===== src/rtl/spart_rx.sv =====
// SPART receive half: de-serialises 8N1 frames using the 16x oversampling enable
// from baud_gen and presents the byte plus RDA / framing / overrun flags.
module spart_rx #(
  parameter int OVERSAMPLE = 16,
  parameter int DATA_BITS  = 8
) (
  input  logic                 clk,
  input  logic                 rst,
  input  logic                 baud,
  input  logic                 rxd,
  input  logic                 read,
  output logic [DATA_BITS-1:0] rx_data,
  output logic                 rda,
  output logic                 framing_err,
  output logic                 overrun
);

  localparam int TW = $clog2(OVERSAMPLE);
  localparam int BW = (DATA_BITS > 1) ? $clog2(DATA_BITS) : 1;
  localparam logic [TW-1:0] HALF_M1  = TW'(OVERSAMPLE / 2 - 1);
  localparam logic [TW-1:0] LAST     = TW'(OVERSAMPLE - 1);
  localparam logic [BW-1:0] LAST_BIT = BW'(DATA_BITS - 1);

  typedef enum logic [2:0] {
    IDLE,
    START,
    DATA,
    STOP,
    WAIT_HIGH
  } state_t;

  state_t               state, state_n;
  logic [TW-1:0]        tick, tick_n;
  logic [BW-1:0]        bitcnt, bitcnt_n;
  logic [DATA_BITS-1:0] shreg, shreg_n;
  logic                 s1, rxs;
  logic                 frame_done;

  always_ff @(posedge clk) begin
    if (rst) begin
      s1  <= 1'b1;
      rxs <= 1'b1;
    end else begin
      s1  <= rxd;
      rxs <= s1;
    end
  end

  always_ff @(posedge clk) begin
    if (rst) begin
      state  <= IDLE;
      tick   <= '0;
      bitcnt <= '0;
      shreg  <= '0;
    end else begin
      state  <= state_n;
      tick   <= tick_n;
      bitcnt <= bitcnt_n;
      shreg  <= shreg_n;
    end
  end

  // Tick counter is a power-of-two width, so DATA/STOP wrap 15->0 for free.
  always_comb begin
    state_n    = state;
    tick_n     = tick;
    bitcnt_n   = bitcnt;
    shreg_n    = shreg;
    frame_done = 1'b0;
    if (baud) begin
      case (state)
        IDLE: begin
          if (!rxs) begin
            state_n = START;
            tick_n  = '0;
          end
        end
        START: begin
          tick_n = tick + 1'b1;
          if (tick == HALF_M1) begin
            tick_n = '0;
            if (!rxs) begin
              state_n  = DATA;
              bitcnt_n = '0;
            end else begin
              state_n = IDLE;
            end
          end
        end
        DATA: begin
          tick_n = tick + 1'b1;
          if (tick == LAST) begin
            shreg_n[bitcnt] = rxs;
            bitcnt_n        = bitcnt + 1'b1;
            if (bitcnt == LAST_BIT) begin
              state_n  = STOP;
              bitcnt_n = '0;
            end
          end
        end
        STOP: begin
          tick_n = tick + 1'b1;
          if (tick == LAST) begin
            frame_done = 1'b1;
            state_n    = rxs ? IDLE : WAIT_HIGH;
          end
        end
        WAIT_HIGH: begin
          // A held-low line (break) must not look like a fresh start bit.
          if (rxs) state_n = IDLE;
        end
        default: state_n = IDLE;
      endcase
    end
  end

  // A read in the same cycle as frame completion frees the buffer first.
  always_ff @(posedge clk) begin
    if (rst) begin
      rx_data     <= '0;
      rda         <= 1'b0;
      framing_err <= 1'b0;
      overrun     <= 1'b0;
    end else begin
      if (read) begin
        rda         <= 1'b0;
        overrun     <= 1'b0;
        framing_err <= 1'b0;
      end
      if (frame_done) begin
        if (!rda || read) begin
          rx_data     <= shreg;
          rda         <= 1'b1;
          framing_err <= ~rxs;
        end else begin
          overrun <= 1'b1;
        end
      end
    end
  end

endmodule


===== config.mk =====
export PLATFORM = sky130hd
export DESIGN_NAME = spart_rx
export DESIGN_NICKNAME = d
export VERILOG_FILES = /design/src/rtl/spart_rx.sv
export SDC_FILE = /design/constraint.sdc
export NUM_CORES = 1
export LEC_CHECK = 0
export CAP_MARGIN = 20
export CELL_PAD_IN_SITES_DETAIL_PLACEMENT = 0
export CELL_PAD_IN_SITES_GLOBAL_PLACEMENT = 1
export CORE_MARGIN = 5
export CORE_UTILIZATION = 27
export DETAILED_ROUTE_END_ITERATION = 6
export PLACE_DENSITY = 0.61
export SYNTH_ARGS = -nofsm -noshare
export SYNTH_HDL_FRONTEND = slang
export SYNTH_SLANG_ARGS = --single-unit

===== constraint.sdc =====
create_clock -name clk -period 1.5 [get_ports clk]
set_input_delay 0.225 -clock clk [delete_from_list [all_inputs] [get_ports clk]]
set_output_delay 0.225 -clock clk [all_outputs]
set_load 0.05 [all_outputs]

==> flow_summary.yaml <==
run_status:
  status: "finished with violations"
  violations: "setup timing"
power_and_ir_drop:
  switchingPower_mw: 0.3501
  seqPwrFrac: 0.524
  pwr-share-comb: 0.052
  p_clk_frac: 0.424
  power_mw: 1.575
  p_int_mw: 1.225
  p_per_area_nw_per_um2: 749.4
  power.leakage_nw: 0.8521
  switching_share: 0.2222
  ir_drop_mv: 0.4775
clock_network:
  cts_buffer_depth: 2
  h-tree-depth: 2
  cts_made_buffers: 5
  clk_latency_ns: 0.28
  root_buffer: "clkbuf_8"
  path_clk_slew_ns: 0.07
  cts_tree: "yes"
  clkSinkCount: 31
final_layout:
  layout-drive-gt1-share: 0.3816
  seqCellArea_sq_um: 631.9
  multi_input_area_sq_um: 864.6
  area_growth_pct: 43.22
  utilization: 0.4038
  fin_area_sq_um: 2102
  nNetsFinal: 215
  n_fill_cell: 525
  diodes: 0
  stdcell_count: 277
yosys:
  netlist_instances: 156
  syn_area_per_cell_sq_um: 9.408
  yosys_warnings: 0
  yosysUniqueCellTypes: 39
  ys_seq_area_frac: 0.4228
  syn_nets: 164
  synth-seq-cells: 31
  netlist_area_sq_um: 1468
routing:
  postRouteAntennaNets: 0
  drt-pass1-iter-count: 4
  vias_per_cell: 4.653
  routedWlPerCell_microns: 13.63
  drt_iter0_markers: 63
  vias: 1289
  route.detailed.drc: 0
  routed_wl_microns: 3776
worst_setup_path:
  endpoint_kind: "flip-flop"
  slowest_stage: "and4bb_2"
  cp_top_family: "simple AND/OR/NAND/NOR gates"
  crit_required_ns: 1.71
  path_buf_inv: 1
  path_max_fanout: 5
  startpoint_type: "flip-flop"
  path_cells: "buf_4, and4bb_2, nand2_4, nor4b_2, mux2i_1"
  worstPathArrival_ns: 1.76
  worst-setup-path-type: "flip-flop to flip-flop"
  cpPeakStageDelay_ns: 0.38
die:
  start_util: 0.2820
  die_w_microns: 83.73
  die-area_sq_um: 7010
  coreArea_sq_um: 5205
  rows: 26
  pin_count: 16
  die-height_microns: 83.73
sta:
  maxSlewViolCount: 0
  min_period_ns: 1.548
  hold_violations: 0
  skew_ns: 0.006558
  rsz0062_at_grt: "yes"
  setup_ws_ns: -0.04845
  maxClockFrequency_ghz: 0.6458
  relSlewSlack: 0.8050
  worst_slew_pin_slew_ns: 0.2913
  min_period_over_period: 1.032
  setup_viol: 7
place:
  port_buffers: 15
  post-dp-hpwl_microns: 2711
  numPlacedInstances: 267
  gp_congestion: 0.7988
  placed_cell_area_sq_um: 1921
  pre_cts_ws_ns: -0.2679
global_routing:
  grt_max_degree: 15
  grt_pass1_wl_microns: 6575
  overflow: 0
  grt_pass1_vias: 1419
  grt_util_all_layers: 0.1158
  antenna_found_initial: 0
hold_path:
  hold_path.class: "flip-flop to flip-flop"
job:
  maxCapViolCount: 0
-- metal layers --
metal  up-vias  wire length [microns]  global-route usage
li1        661                      -                   -
met1       603                   1743              0.1336
met2        20                   1846              0.1952
met3         5                    121             0.02764
met4         0                     64             0.06433
met5         -                      0                   0
-- synth_stat cells, drive strengths merged --
cell type	instances	area [sq um]
dfxtp	31	620.6
o21ai	1	5.000
nor3	2	10.01
and4bb	1	12.51
nor2b	2	12.51
nor4	1	6.260
ha	3	37.54
nor3b	3	22.52
or3b	3	26.28
a21oi	8	40.04
or4	1	7.510
a21boi	1	7.510
a32oi	3	26.28
mux2i	17	170.2
nand3b	2	15.01
o311ai	1	8.760
nor4b	3	38.79
nand3	5	25.02
nand2	7	26.28
clkbuf	3	11.26
nand4	3	18.77
or2	2	12.51
a41oi	2	17.52
a21o	3	22.52
and4b	1	10.01
a41o	1	10.01
and3	1	6.260
inv	1	3.750
buf	8	48.80
o31ai	2	15.01
a2111o	1	11.26
xor2	1	8.760
o22ai	1	6.260
nor2	19	71.32
nand2b	12	75.07
-- worst reg2reg max path: stages (launching register included) --
cell      delay, ns
dfxtp_4        0.36
buf_4          0.14
and4bb_2       0.38
nand2_4        0.09
nor4b_2        0.27
mux2i_1        0.24
-- through the flow --
stage / setup TNS [ns] / hold WS, ns
floorplan: 0 / 0.3043
detailed placement: -5.277 / 0.3972
global route: -1.468 / 0.4357
global placement: -4.232 / 0.3974
finish: -0.1569 / 0.4102
CTS: -0.1199 / 0.4121
-- layout by cell type (no fill, tap or decap), types with 2 or more instances in the layout --
cell type and count:
buf_4 50, dfxtp_1 26, nor2_1 19, mux2i_1 17, nand2b_1 12, a21oi_1 7, nand2_1 6, clkbuf_8 6
clkdlybuf4s50_1 4, a32oi_1 3, a21o_1 3, nand3_1 3, nand4_1 3, dfxtp_2 3, nor4b_4 2, or2_2 2
o31ai_1 2, nand3b_1 2, or3b_1 2, nor2b_1 2, a41oi_1 2, nor3b_2 2, ha_1 2, dfxtp_4 2
-- repair_timing --
action / CTS / global route
hold buffers: 0 / 0
gates resized for setup: 16 / 5
setup endpoints to repair: 20 / 23
buffers inserted: 2 / 0
pin swaps: 3 / 3
cloned: 1 / 0
-- flip-flops by register name, indices dropped and copies added, names as in the netlist --
| signal | count |
|---|---|
| rx_data | 8 |
| shreg | 8 |
| tick | 4 |
| bitcnt | 3 |
| state | 3 |
| framing_err | 1 |
| overrun | 1 |
| rda | 1 |
| rxs | 1 |
| s1 | 1 |
-- final timing paths --
kind / to / slack, ns / startpoint / depth (start not counted)
worst max-delay path: shreg[4] / -0.05 / state[0] / 5
worst min-delay path: rxs / 0.41 / s1 / 1
worst max register to register: shreg[4] / -0.05 / state[0] / 5
worst min register to register: rxs / 0.41 / s1 / 1
-- power groups by stage --
stage / clock network (mW) / logic, mW / registers [mW]
2_1_floorplan: 0 / 0.0354 / 0.846
3_3_place_gp: 0 / 0.0798 / 0.847
3_5_place_dp: 0 / 0.0806 / 0.847
4_1_cts: 0.703 / 0.0815 / 0.826
5_1_grt: 0.742 / 0.0898 / 0.825
6_report: 0.668 / 0.0818 / 0.826
-- kinds of logic (layout without fill, tap and decap cells) --
logic type,after synthesis,in the layout,synth area share
fa+ha+maj,3,3,0.02558
flops,31,31,0.4229
compound gates,24,24,0.1159
simple gates,68,68,0.2703
mux,17,17,0.1159
buf+inv,12,63,0.04348
xor+xnor,1,1,0.005969
-- layout make-up --
class / instances / area share
flip-flops and latches: 31 / 0.3006
inverters: 1 / 0.001786
clock buffers: 6 / 0.03929
well taps: 70 / 0.04167
repair buffers: 55 / 0.2030
clock inverters: 1 / 0.002381
multi-input cells: 113 / 0.4113
Note: power is estimated with default switching activity, not from simulation.
